==> config.mk <==
export PLATFORM = sky130hd
export DESIGN_NAME = station_fill_aggregator_flat
export DESIGN_NICKNAME = d
export VERILOG_FILES = /design/src/rtl/station_fill_aggregator_if.sv /design/src/rtl/station_fill_aggregator.sv /design/src/flat_wrapper.sv
export SDC_FILE = /design/constraint.sdc
export NUM_CORES = 1
export LEC_CHECK = 0
export CAP_MARGIN = 10
export CORE_ASPECT_RATIO = 0.6
export CORE_MARGIN = 2
export CORE_UTILIZATION = 30
export DETAILED_ROUTE_END_ITERATION = 8
export PLACE_DENSITY = 0.58
export SYNTH_ARGS = -nofsm -noshare
export SYNTH_HDL_FRONTEND = slang
export SYNTH_SLANG_ARGS = --single-unit
==> constraint.sdc <==
create_clock -name clk -period 15 [get_ports clk]
set_input_delay 3 -clock clk [delete_from_list [all_inputs] [get_ports clk]]
set_output_delay 3 -clock clk [all_outputs]
set_load 0.01 [all_outputs]
==> src/rtl/station_fill_aggregator_if.sv <==
// Poll bus shared by the fill aggregator (master) and the dropoff stations (slave).
interface station_fill_aggregator_if #(
  parameter int INT    = 31,
  parameter int ADDR_W = 4
) ();
  logic              poll_req;
  logic [ADDR_W-1:0] poll_addr;
  logic              rsp_valid;
  logic              rsp_present;
  logic [INT:0]      rsp_percentage;

  modport master (
    output poll_req, poll_addr,
    input  rsp_valid, rsp_present, rsp_percentage
  );

  modport slave (
    input  poll_req, poll_addr,
    output rsp_valid, rsp_present, rsp_percentage
  );
endinterface

==> src/rtl/station_fill_aggregator.sv <==
// Round-robin poller that sums every station's clamped fill percentage and
// publishes the total and responder count once per round. Published values
// are held in their own registers so they stay stable during the next round.
module station_fill_aggregator #(
  parameter int MAX_STATIONS = 16,
  parameter int SLOT_TIMEOUT = 8,
  parameter int INT          = 31,
  parameter int ADDR_W       = 4
) (
  input  logic                     clk,
  input  logic                     rst_n,
  input  logic                     start,
  input  logic [INT:0]             precision,
  station_fill_aggregator_if.master bus,
  output logic [INT:0]             total_percentage_stored,
  output logic [INT:0]             number_of_stations,
  output logic                     no_stations,
  output logic                     totals_valid,
  output logic                     round_done,
  output logic                     busy
);
  localparam int TW = (SLOT_TIMEOUT > 1) ? $clog2(SLOT_TIMEOUT) : 1;
  localparam int CW = $clog2(MAX_STATIONS + 1);

  typedef enum logic [1:0] {S_IDLE, S_REQ, S_WAIT, S_PUBLISH} state_t;

  state_t            state_q;
  logic [ADDR_W-1:0] slot_q;
  logic [TW-1:0]     timer_q;
  logic [INT:0]      sum_q;
  logic [CW-1:0]     cnt_q;
  logic [INT:0]      r_q;
  logic [INT:0]      g_q;
  logic              nos_q;
  logic              tv_q;
  logic              rd_q;
  logic              req_q;
  logic              busy_q;

  logic [INT:0]      clamped;
  logic [INT+1:0]    sum_ext;
  logic [INT:0]      sum_d;

  // Clamp the response to precision, then add with saturation at all-ones.
  always_comb begin
    clamped = (bus.rsp_percentage > precision) ? precision : bus.rsp_percentage;
    sum_ext = {1'b0, sum_q} + {1'b0, clamped};
    sum_d   = sum_ext[INT+1] ? '1 : sum_ext[INT:0];
  end

  // Poll FSM; strobes and status flags are registered alongside the state.
  always_ff @(posedge clk) begin
    if (!rst_n) begin
      state_q <= S_IDLE;
      slot_q  <= '0;
      timer_q <= '0;
      sum_q   <= '0;
      cnt_q   <= '0;
      r_q     <= '0;
      g_q     <= (INT+1)'(1);
      nos_q   <= 1'b0;
      tv_q    <= 1'b0;
      rd_q    <= 1'b0;
      req_q   <= 1'b0;
      busy_q  <= 1'b0;
    end else begin
      rd_q  <= 1'b0;
      req_q <= 1'b0;
      case (state_q)
        S_IDLE: begin
          if (start) begin
            state_q <= S_REQ;
            slot_q  <= '0;
            sum_q   <= '0;
            cnt_q   <= '0;
            req_q   <= 1'b1;
            busy_q  <= 1'b1;
          end
        end
        S_REQ: begin
          state_q <= S_WAIT;
          timer_q <= '0;
        end
        S_WAIT: begin
          // A strobe or the last timer tick closes the slot; later strobes
          // land in REQ/PUBLISH/IDLE where they are never looked at.
          if (bus.rsp_valid || timer_q == TW'(SLOT_TIMEOUT - 1)) begin
            if (bus.rsp_valid && bus.rsp_present) begin
              sum_q <= sum_d;
              cnt_q <= cnt_q + 1'b1;
            end
            if (slot_q == ADDR_W'(MAX_STATIONS - 1)) begin
              state_q <= S_PUBLISH;
              rd_q    <= 1'b1;
            end else begin
              slot_q  <= slot_q + 1'b1;
              state_q <= S_REQ;
              req_q   <= 1'b1;
            end
          end else begin
            timer_q <= timer_q + 1'b1;
          end
        end
        S_PUBLISH: begin
          // G is forced to 1 on an empty round so downstream division is safe.
          r_q     <= sum_q;
          g_q     <= (cnt_q == '0) ? (INT+1)'(1) : (INT+1)'(cnt_q);
          nos_q   <= (cnt_q == '0);
          tv_q    <= 1'b1;
          busy_q  <= 1'b0;
          state_q <= S_IDLE;
        end
        default: state_q <= S_IDLE;
      endcase
    end
  end

  assign bus.poll_req             = req_q;
  assign bus.poll_addr            = slot_q;
  assign total_percentage_stored  = r_q;
  assign number_of_stations       = g_q;
  assign no_stations              = nos_q;
  assign totals_valid             = tv_q;
  assign round_done               = rd_q;
  assign busy                     = busy_q;
endmodule
==> src/flat_wrapper.sv <==
// flat-port wrapper written by rule: the top's interface ports become plain ports
module station_fill_aggregator_flat 
#(
  parameter int MAX_STATIONS = 16,
  parameter int SLOT_TIMEOUT = 8,
  parameter int INT          = 31,
  parameter int ADDR_W       = 4
)
  (clk, rst_n, start, precision, total_percentage_stored, number_of_stations, no_stations, totals_valid, round_done, busy, bus_poll_req, bus_poll_addr, bus_rsp_valid, bus_rsp_present, bus_rsp_percentage);
  station_fill_aggregator_if #(.INT(INT), .ADDR_W(ADDR_W)) bus_i ();
  input  logic clk;
  input  logic rst_n;
  input  logic start;
  input  logic [INT:0] precision;
  output logic [INT:0] total_percentage_stored;
  output logic [INT:0] number_of_stations;
  output logic no_stations;
  output logic totals_valid;
  output logic round_done;
  output logic busy;
  output wire logic [$bits(bus_i.poll_req)-1:0] bus_poll_req;
  output wire logic [$bits(bus_i.poll_addr)-1:0] bus_poll_addr;
  input wire logic [$bits(bus_i.rsp_valid)-1:0] bus_rsp_valid;
  input wire logic [$bits(bus_i.rsp_present)-1:0] bus_rsp_present;
  input wire logic [$bits(bus_i.rsp_percentage)-1:0] bus_rsp_percentage;
  assign bus_poll_req = bus_i.poll_req;
  assign bus_poll_addr = bus_i.poll_addr;
  assign bus_i.rsp_valid = bus_rsp_valid;
  assign bus_i.rsp_present = bus_rsp_present;
  assign bus_i.rsp_percentage = bus_rsp_percentage;
  station_fill_aggregator #(.MAX_STATIONS(MAX_STATIONS), .SLOT_TIMEOUT(SLOT_TIMEOUT), .INT(INT), .ADDR_W(ADDR_W)) u_core (.clk(clk), .rst_n(rst_n), .start(start), .precision(precision), .bus(bus_i), .total_percentage_stored(total_percentage_stored), .number_of_stations(number_of_stations), .no_stations(no_stations), .totals_valid(totals_valid), .round_done(round_done), .busy(busy));
endmodule
==> flow_metrics.env, run 1 <==
export IMPL_status="complete, but fails checks"
export IMPL_failed_checks="design-rule violations"
export IMPL_postCtsSetupRepairBufs=0
export IMPL_synth_area_um2=6530
export IMPL_holdBufCountCts=0
export IMPL_min_period_over_period_pct=58.3
export IMPL_num_fill_cells=2221
export IMPL_routed_wl_mm=18.9
export IMPL_post_cts_resized=0
export IMPL_period_needed_ps=8750
export IMPL_relSlewSlack_pct=48.1
export IMPL_post_route_util_pct=38.4
export IMPL_dp_hpwl_mm=14.1
export IMPL_remaining_drc_errors=5
export IMPL_synth_edf_count=0
export IMPL_drv_slew=0
export IMPL_grt_pass1_vias=5630
export IMPL_cts_buffer_depth=2
export IMPL_die_w_um=194
export IMPL_num_rows=41
export IMPL_diodes=0
export IMPL_rsz0062_at_grt="no"
export IMPL_ys_warn_count=0
export IMPL_cts_tree="yes"
export IMPL_wl_per_cell_um=15.9
export IMPL_worstSetupEndpointType="flip-flop"
export IMPL_ioPinCount=142
export IMPL_yosysSeqAreaShare_pct=27.0
export IMPL_cts_buffers=9
export IMPL_syn_area_per_cell_um2=7.99
export IMPL_grt_usage_pct=17.0
export IMPL_layout_drive_gt1_share_pct=7.23
export IMPL_start_util_pct=30.8
export IMPL_layout_nets=1047
export IMPL_fin_worst_skew_ps=10.2
export IMPL_drt_vias_per_instance=4.92
export IMPL_vias=5860
export IMPL_cts_htree_levels=3
export IMPL_crit_path_start_kind="input port"
export IMPL_cap_violations=0
export IMPL_fmax_mhz=114
export IMPL_root_buffer="clkbuf_16"
export IMPL_io_buffers=114
export IMPL_cts_sinks=88
export IMPL_die_area_um2=23000
export IMPL_grt_pass1_wl_mm=30.9
export IMPL_post_dp_cell_area_um2=7780
export IMPL_synthArstFlopShare_pct=0
export IMPL_power_per_cell_area_nw_per_um2=78.5
export IMPL_fin_ws_ps=6250
export IMPL_stdcell_area_um2=8130
export IMPL_grt_overflow=0
export IMPL_ys_ff_latch=88
export IMPL_hold_viol_final=0
export IMPL_globalplace_congestion=0.888
export IMPL_yosys_cell_types_count=56
export IMPL_core_area_um2=21200
export IMPL_drt_initial_drc_count=342
export IMPL_antenna_found_initial=0
export IMPL_worstMarginPinSlew_ps=779
export IMPL_crit_fanout=23
export IMPL_hold_worst_slack_ps=464
export IMPL_critPathKind="input port to flip-flop"
export IMPL_critical_path_arrival_ps=9030
export IMPL_setup_tns_ps=0
export IMPL_die_h_um=118
export IMPL_synth_main_ff_cell="dfxtp_1"
export IMPL_cp_required_ps=15280
export IMPL_grt_max_degree=80
export IMPL_postRouteAntennaNets=0
export IMPL_path_clk_slew_ps=70
export IMPL_first_pass_iters=7
export IMPL_place_ws_ps=5630
export IMPL_syn2layout_area_growth_pct=24.5
export IMPL_vdd_drop_max_mv=0.0521
export IMPL_clock_latency_ps=360
export IMPL_syn_inst=817
export IMPL_finalSetupViolCount=0
export IMPL_hp_class="flip-flop to flip-flop"
export IMPL_leakage_uw=0.00356
==> cells in the mapped netlist (2+ instances only) <==
library cell	instances	area share, %
nand2_1	161	9.3
dfxtp_1	88	27
ha_1	69	13
a21boi_0	42	4.8
a21oi_1	39	3.0
inv_1	39	2.2
o21ai_0	38	2.9
nor2_1	36	2.1
mux2_2	32	5.5
clkbuf_1	31	1.8
a21o_1	30	3.5
buf_4	28	3.2
o311a_1	20	3.1
nand3_1	19	1.5
xor2_1	15	2.0
nand4_1	14	1.3
xnor2_1	14	1.9
nand2b_1	10	0.96
and3_1	7	0.67
a211oi_1	6	0.69
a31oi_1	6	0.58
nor2b_1	6	0.58
nor4_1	5	0.48
o211ai_1	5	0.58
a22oi_1	4	0.46
and2_1	4	0.38
nor3_1	4	0.31
o21a_1	4	0.46
o21bai_1	4	0.46
buf_1	3	0.17
mux2i_1	3	0.46
a221oi_1	2	0.27
buf_2	2	0.15
buf_6	2	0.35
nor3b_2	2	0.38
o2bb2ai_1	2	0.27
or2_2	2	0.19
==> stage by stage <==
step / total power, uW / cells
global route: 670 / 1192
global placement: 383 / 1175
CTS: 643 / 1191
finish: 638 / 1192
detailed placement: 384 / 1175
floorplan: 340 / 843
==> power by group <==
group	switching [uW]	leakage (uW)	internal (uW)
registers	3.05	0.000710	236
logic	78.0	0.00268	63.3
clock network	104	0.000164	153
==> cell type report <==
| cell class | count | area [um^2] | share of cell area [%] |
|---|---|---|---|
| multi-input combinational | 649 | 4340 | 53.4 |
| tap | 279 | 349 | 4.29 |
| sequential | 88 | 1760 | 21.7 |
| timing repair buffer | 121 | 1200 | 14.7 |
| clock buffer | 10 | 239 | 2.94 |
| clock inverter | 6 | 95.1 | 1.17 |
| inverter | 39 | 146 | 1.80 |
==> cells in the final DEF, fill, tap and decap left out, types with 5 or more instances in the layout <==
| master | Yosys | final |
|---|---|---|
| nand2b_1 | 10 | 10 |
| nor2b_1 | 6 | 6 |
| xnor2_1 | 14 | 14 |
| dfxtp_1 | 88 | 88 |
| a211oi_1 | 6 | 6 |
| xor2_1 | 15 | 15 |
| a21o_1 | 30 | 30 |
| nand4_1 | 14 | 14 |
| and3_1 | 7 | 7 |
| inv_1 | 39 | 39 |
| clkdlybuf4s50_1 | 0 | 113 |
| conb_1 | 1 | 27 |
| nor4_1 | 5 | 5 |
| ha_1 | 69 | 69 |
| clkbuf_16 | 0 | 9 |
| mux2_2 | 32 | 32 |
| nand3_1 | 19 | 19 |
| nor2_1 | 36 | 36 |
| a31oi_1 | 6 | 5 |
| nand2_1 | 161 | 161 |
| o311a_1 | 20 | 20 |
| a21oi_1 | 39 | 39 |
| a21boi_0 | 42 | 42 |
| o21ai_0 | 38 | 38 |
| o211ai_1 | 5 | 5 |
| buf_4 | 28 | 6 |
==> worst max-delay path: stages <==
cell	delay, ps
clkdlybuf4s50_1	470
inv_1	40
ha_1	290
nand4_1	290
nor4_1	630
a221oi_1	220
a31oi_4	440
buf_4	440
mux2_2	240
ha_1	150
inv_1	50
fa_1	370
nand2b_1	210
a211oi_1	370
o21a_1	300
o2bb2ai_1	200
o21ai_2	140
nand2_2	80
a31o_1	640
buf_8	240
nor2_1	60
o21ai_0	120
==> registers in the layout, indices dropped and copies added (netlist names) <==
name	flops
u_core.sum_q	32
u_core.total_percentage_stored	32
u_core.cnt_q	5
u_core.number_of_stations	5
u_core.bus.poll_addr	4
u_core.timer_q	3
u_core.state_q	2
u_core.bus.poll_req	1
u_core.busy	1
u_core.no_stations	1
u_core.round_done	1
u_core.totals_valid	1
==> final timing paths <==
| check | cells past startpoint | startpoint | to | slack [ps] |
|---|---|---|---|---|
| hold / removal | 2 | u_core.total_percentage_stored[16]$_SDFFE_PN0P_ | u_core.total_percentage_stored[16]$_SDFFE_PN0P_ | 460 |
| hold reg to reg | 2 | u_core.total_percentage_stored[16]$_SDFFE_PN0P_ | u_core.total_percentage_stored[16]$_SDFFE_PN0P_ | 460 |
| setup reg to reg | 11 | u_core.sum_q[25]$_SDFFE_PN0P_ | u_core.sum_q[18]$_SDFFE_PN0P_ | 11540 |
| setup / recovery | 22 | precision[31] | u_core.sum_q[18]$_SDFFE_PN0P_ | 6250 |
==> routing by layer <==
layer  track usage (%)  vias up  share of wire (%)
li1                  -     3011                  -
met5                 0        -                  0
met1              26.8     2691                 56
met2              22.8      146                 37
met3              4.02       12                5.7
met4              2.88        0               0.82
==> cells by family after synthesis <==
family | count (synthesis) | synth area share [%]
mux | 35 | 5.98
simple gates | 278 | 19.2
flops | 88 | 27.0
xor+xnor | 29 | 3.89
compound gates | 210 | 22.1
buf+inv | 106 | 8.22
fa+ha+maj | 70 | 13.5
other cells | 1 | 0.0575
(Power assumes the default switching activity.)
==> inputs of run 2 (changes only) <==
==> constraint.sdc (replaced) <==
create_clock -name clk -period 8.4 [get_ports clk]
set_input_delay 1.68 -clock clk [delete_from_list [all_inputs] [get_ports clk]]
set_output_delay 1.68 -clock clk [all_outputs]
set_load 0.01 [all_outputs]
==> run 2 against run 1 <==
Against the previous run:
- flip-flop and latch count unchanged
- critical path depth down 2
- wire length up 1.9%
- the run still ends with design-rule violations left
- largest power group is now sequential cells
- clock power up 65%
- sequential share of layout area up 0.070 points
==> flow_metrics.env, run 2 (synthesized netlist as in run 1, its figures left out) <==
export IMPL_relSlewSlack_pct=45.5
export IMPL_num_rows=41
export IMPL_worstHoldStart="u_core.total_percentage_stored[16]$_SDFFE_PN0P_"
export IMPL_finalSetupViolCount=0
export IMPL_clock_latency_ps=350
export IMPL_power_per_cell_area_nw_per_um2=136
export IMPL_critPathKind="input port to flip-flop"
export IMPL_worstSetupEndpointType="flip-flop"
export IMPL_cp_slowest_stage_delay_ps=660
export IMPL_cts_htree_levels=3
export IMPL_fin_worst_skew_ps=10.6
export IMPL_status="complete, but fails checks"
export IMPL_m1WireLength_mm=10.7
export IMPL_vias=5912
export IMPL_core_area_um2=21200
export IMPL_hold_viol_final=0
export IMPL_r2r_end="u_core.sum_q[24]$_SDFFE_PN0P_"
export IMPL_layout_nets=1049
export IMPL_start_util_pct=30.8
export IMPL_vdd_drop_max_mv=0.0797
export IMPL_crit_chain="clkdlybuf4s50_1, inv_1, ha_1, nand4_1, nor4_1, a221oi_1, a31oi_4, buf_4, mux2_2, ha_1, inv_1, fa_1, nand2b_1, a211oi_1, o21a_1, nand3_1, o21ai_0, a21oi_1, xnor2_1, o311a_1"
export IMPL_crit_path_start_kind="input port"
export IMPL_syn2layout_area_growth_pct=24.1
export IMPL_worstMarginPinSlew_ps=817
export IMPL_antenna_found_initial=0
export IMPL_ioPinCount=142
export IMPL_place_inst=1178
export IMPL_root_buffer="clkbuf_16"
export IMPL_final_common_cell="nand2_1"
export IMPL_grt_max_degree=80
export IMPL_diodes=0
export IMPL_r2r_start="u_core.sum_q[0]$_SDFFE_PN0P_"
export IMPL_cts_buffers=9
export IMPL_remaining_drc_errors=5
export IMPL_setup_tns_ps=0
export IMPL_hp_class="flip-flop to flip-flop"
export IMPL_grt_usage_pct=17.1
export IMPL_wl_per_cell_um=16.1
export IMPL_hold_end="u_core.total_percentage_stored[16]$_SDFFE_PN0P_"
export IMPL_drv_slew=0
export IMPL_min_period_over_period_pct=85.0
export IMPL_post_cts_resized=0
export IMPL_critical_path_arrival_ps=7380
export IMPL_wl_met3_mm=1.26
export IMPL_holdBufCountCts=0
export IMPL_die_h_um=118
export IMPL_die_w_um=194
export IMPL_globalplace_congestion=0.889
export IMPL_grt_overflow=0
export IMPL_period_needed_ps=7140
export IMPL_first_pass_iters=7
export IMPL_fin_cells=1194
export IMPL_dr_wl_met2_mm=7.21
export IMPL_path_clk_slew_ps=70
export IMPL_worstHoldPathCells=2
export IMPL_crit_slowest_cell="a31oi_4"
export IMPL_rr_worst_depth=11
export IMPL_grt_pass1_vias=5647
export IMPL_cp_required_ps=8640
export IMPL_fmax_mhz=140
export IMPL_io_buffers=114
export IMPL_die_area_um2=23000
export IMPL_r2r_slack_ps=5300
export IMPL_cts_buffer_depth=2
export IMPL_final_cell_mix="161 x nand2_1, 113 x clkdlybuf4s50_1, 88 x dfxtp_1, 69 x ha_1, 42 x a21boi_0"
export IMPL_routed_wl_mm=19.3
export IMPL_routed_top_layer="met4"
export IMPL_grt_pass1_wl_mm=31.3
export IMPL_drt_initial_drc_count=334
export IMPL_layout_drive_gt1_share_pct=7.43
export IMPL_cts_tree="yes"
export IMPL_postRouteAntennaNets=0
export IMPL_cts_sinks=88
export IMPL_rsz0062_at_grt="no"
export IMPL_cap_violations=0
export IMPL_crit_fanout=19
export IMPL_dp_hpwl_mm=14.4
export IMPL_postCtsSetupRepairBufs=0
export IMPL_leakage_uw=0.00355
export IMPL_failed_checks="design-rule violations"
export IMPL_drt_vias_per_instance=4.95
run 2: report_power, final:
part	switching [uW]	total (uW)	internal (uW)	leakage, uW
combinational	140	254	114	0.00269
clock	188	423	234	0.000151
sequential	5.33	427	422	0.000710
total	334	1100	770	0.00355
run 2: final cells by class:
| type | count | area, um^2 |
|---|---|---|
| Tap cell | 279 | 349 |
| Multi-Input combinational cell | 649 | 4340 |
| Sequential cell | 88 | 1760 |
| Fill cell | 2225 | 13100 |
| Timing Repair Buffer | 123 | 1200 |
| Inverter | 39 | 146 |
| Clock buffer | 9 | 225 |
| Clock inverter | 7 | 75.1 |
run 2: worst max path at each step:
stage,to,cells after the start,slack [ps],startpoint
2_1_floorplan,u_core.sum_q[8]$_SDFFE_PN0P_,25,2400,precision[1]
3_3_place_gp,u_core.sum_q[24]$_SDFFE_PN0P_,20,990,precision[23]
3_5_place_dp,u_core.sum_q[1]$_SDFFE_PN0P_,22,920,precision[31]
4_1_cts,u_core.sum_q[1]$_SDFFE_PN0P_,22,1260,precision[31]
5_1_grt,u_core.sum_q[24]$_SDFFE_PN0P_,20,810,precision[23]
6_report,u_core.sum_q[24]$_SDFFE_PN0P_,20,1260,precision[31]
run 2: metrics by stage:
stage / utilization (%) / instance area (um^2) / hold slack [ps] / total power [uW] / worst slack (ps)
2_1_floorplan: - / 6620 / 453 / 608 / 2400
3_3_place_gp: 36.8 / 7800 / 455 / 688 / 993
3_5_place_dp: 36.8 / 7800 / 458 / 689 / 916
4_1_cts: 38.2 / 8100 / 468 / 1120 / 1260
5_1_grt: 38.2 / 8100 / 485 / 1160 / 806
6_report: 38.2 / 8100 / 463 / 1100 / 1260
run 2: critical path, delay by kind of cell:
kind	cells	cell delay, ps
compound gates	7	2380
xor+xnor	1	150
fa+ha+maj	3	820
buf+inv	4	940
mux	1	190
simple gates	4	1220
run 2: per-layer routing:
layer	vias to the layer above	global-route usage (%)
met5	-	0
met4	0	2.84
met3	8	4.57
met2	158	23.0
met1	2728	26.7
li1	3018	-
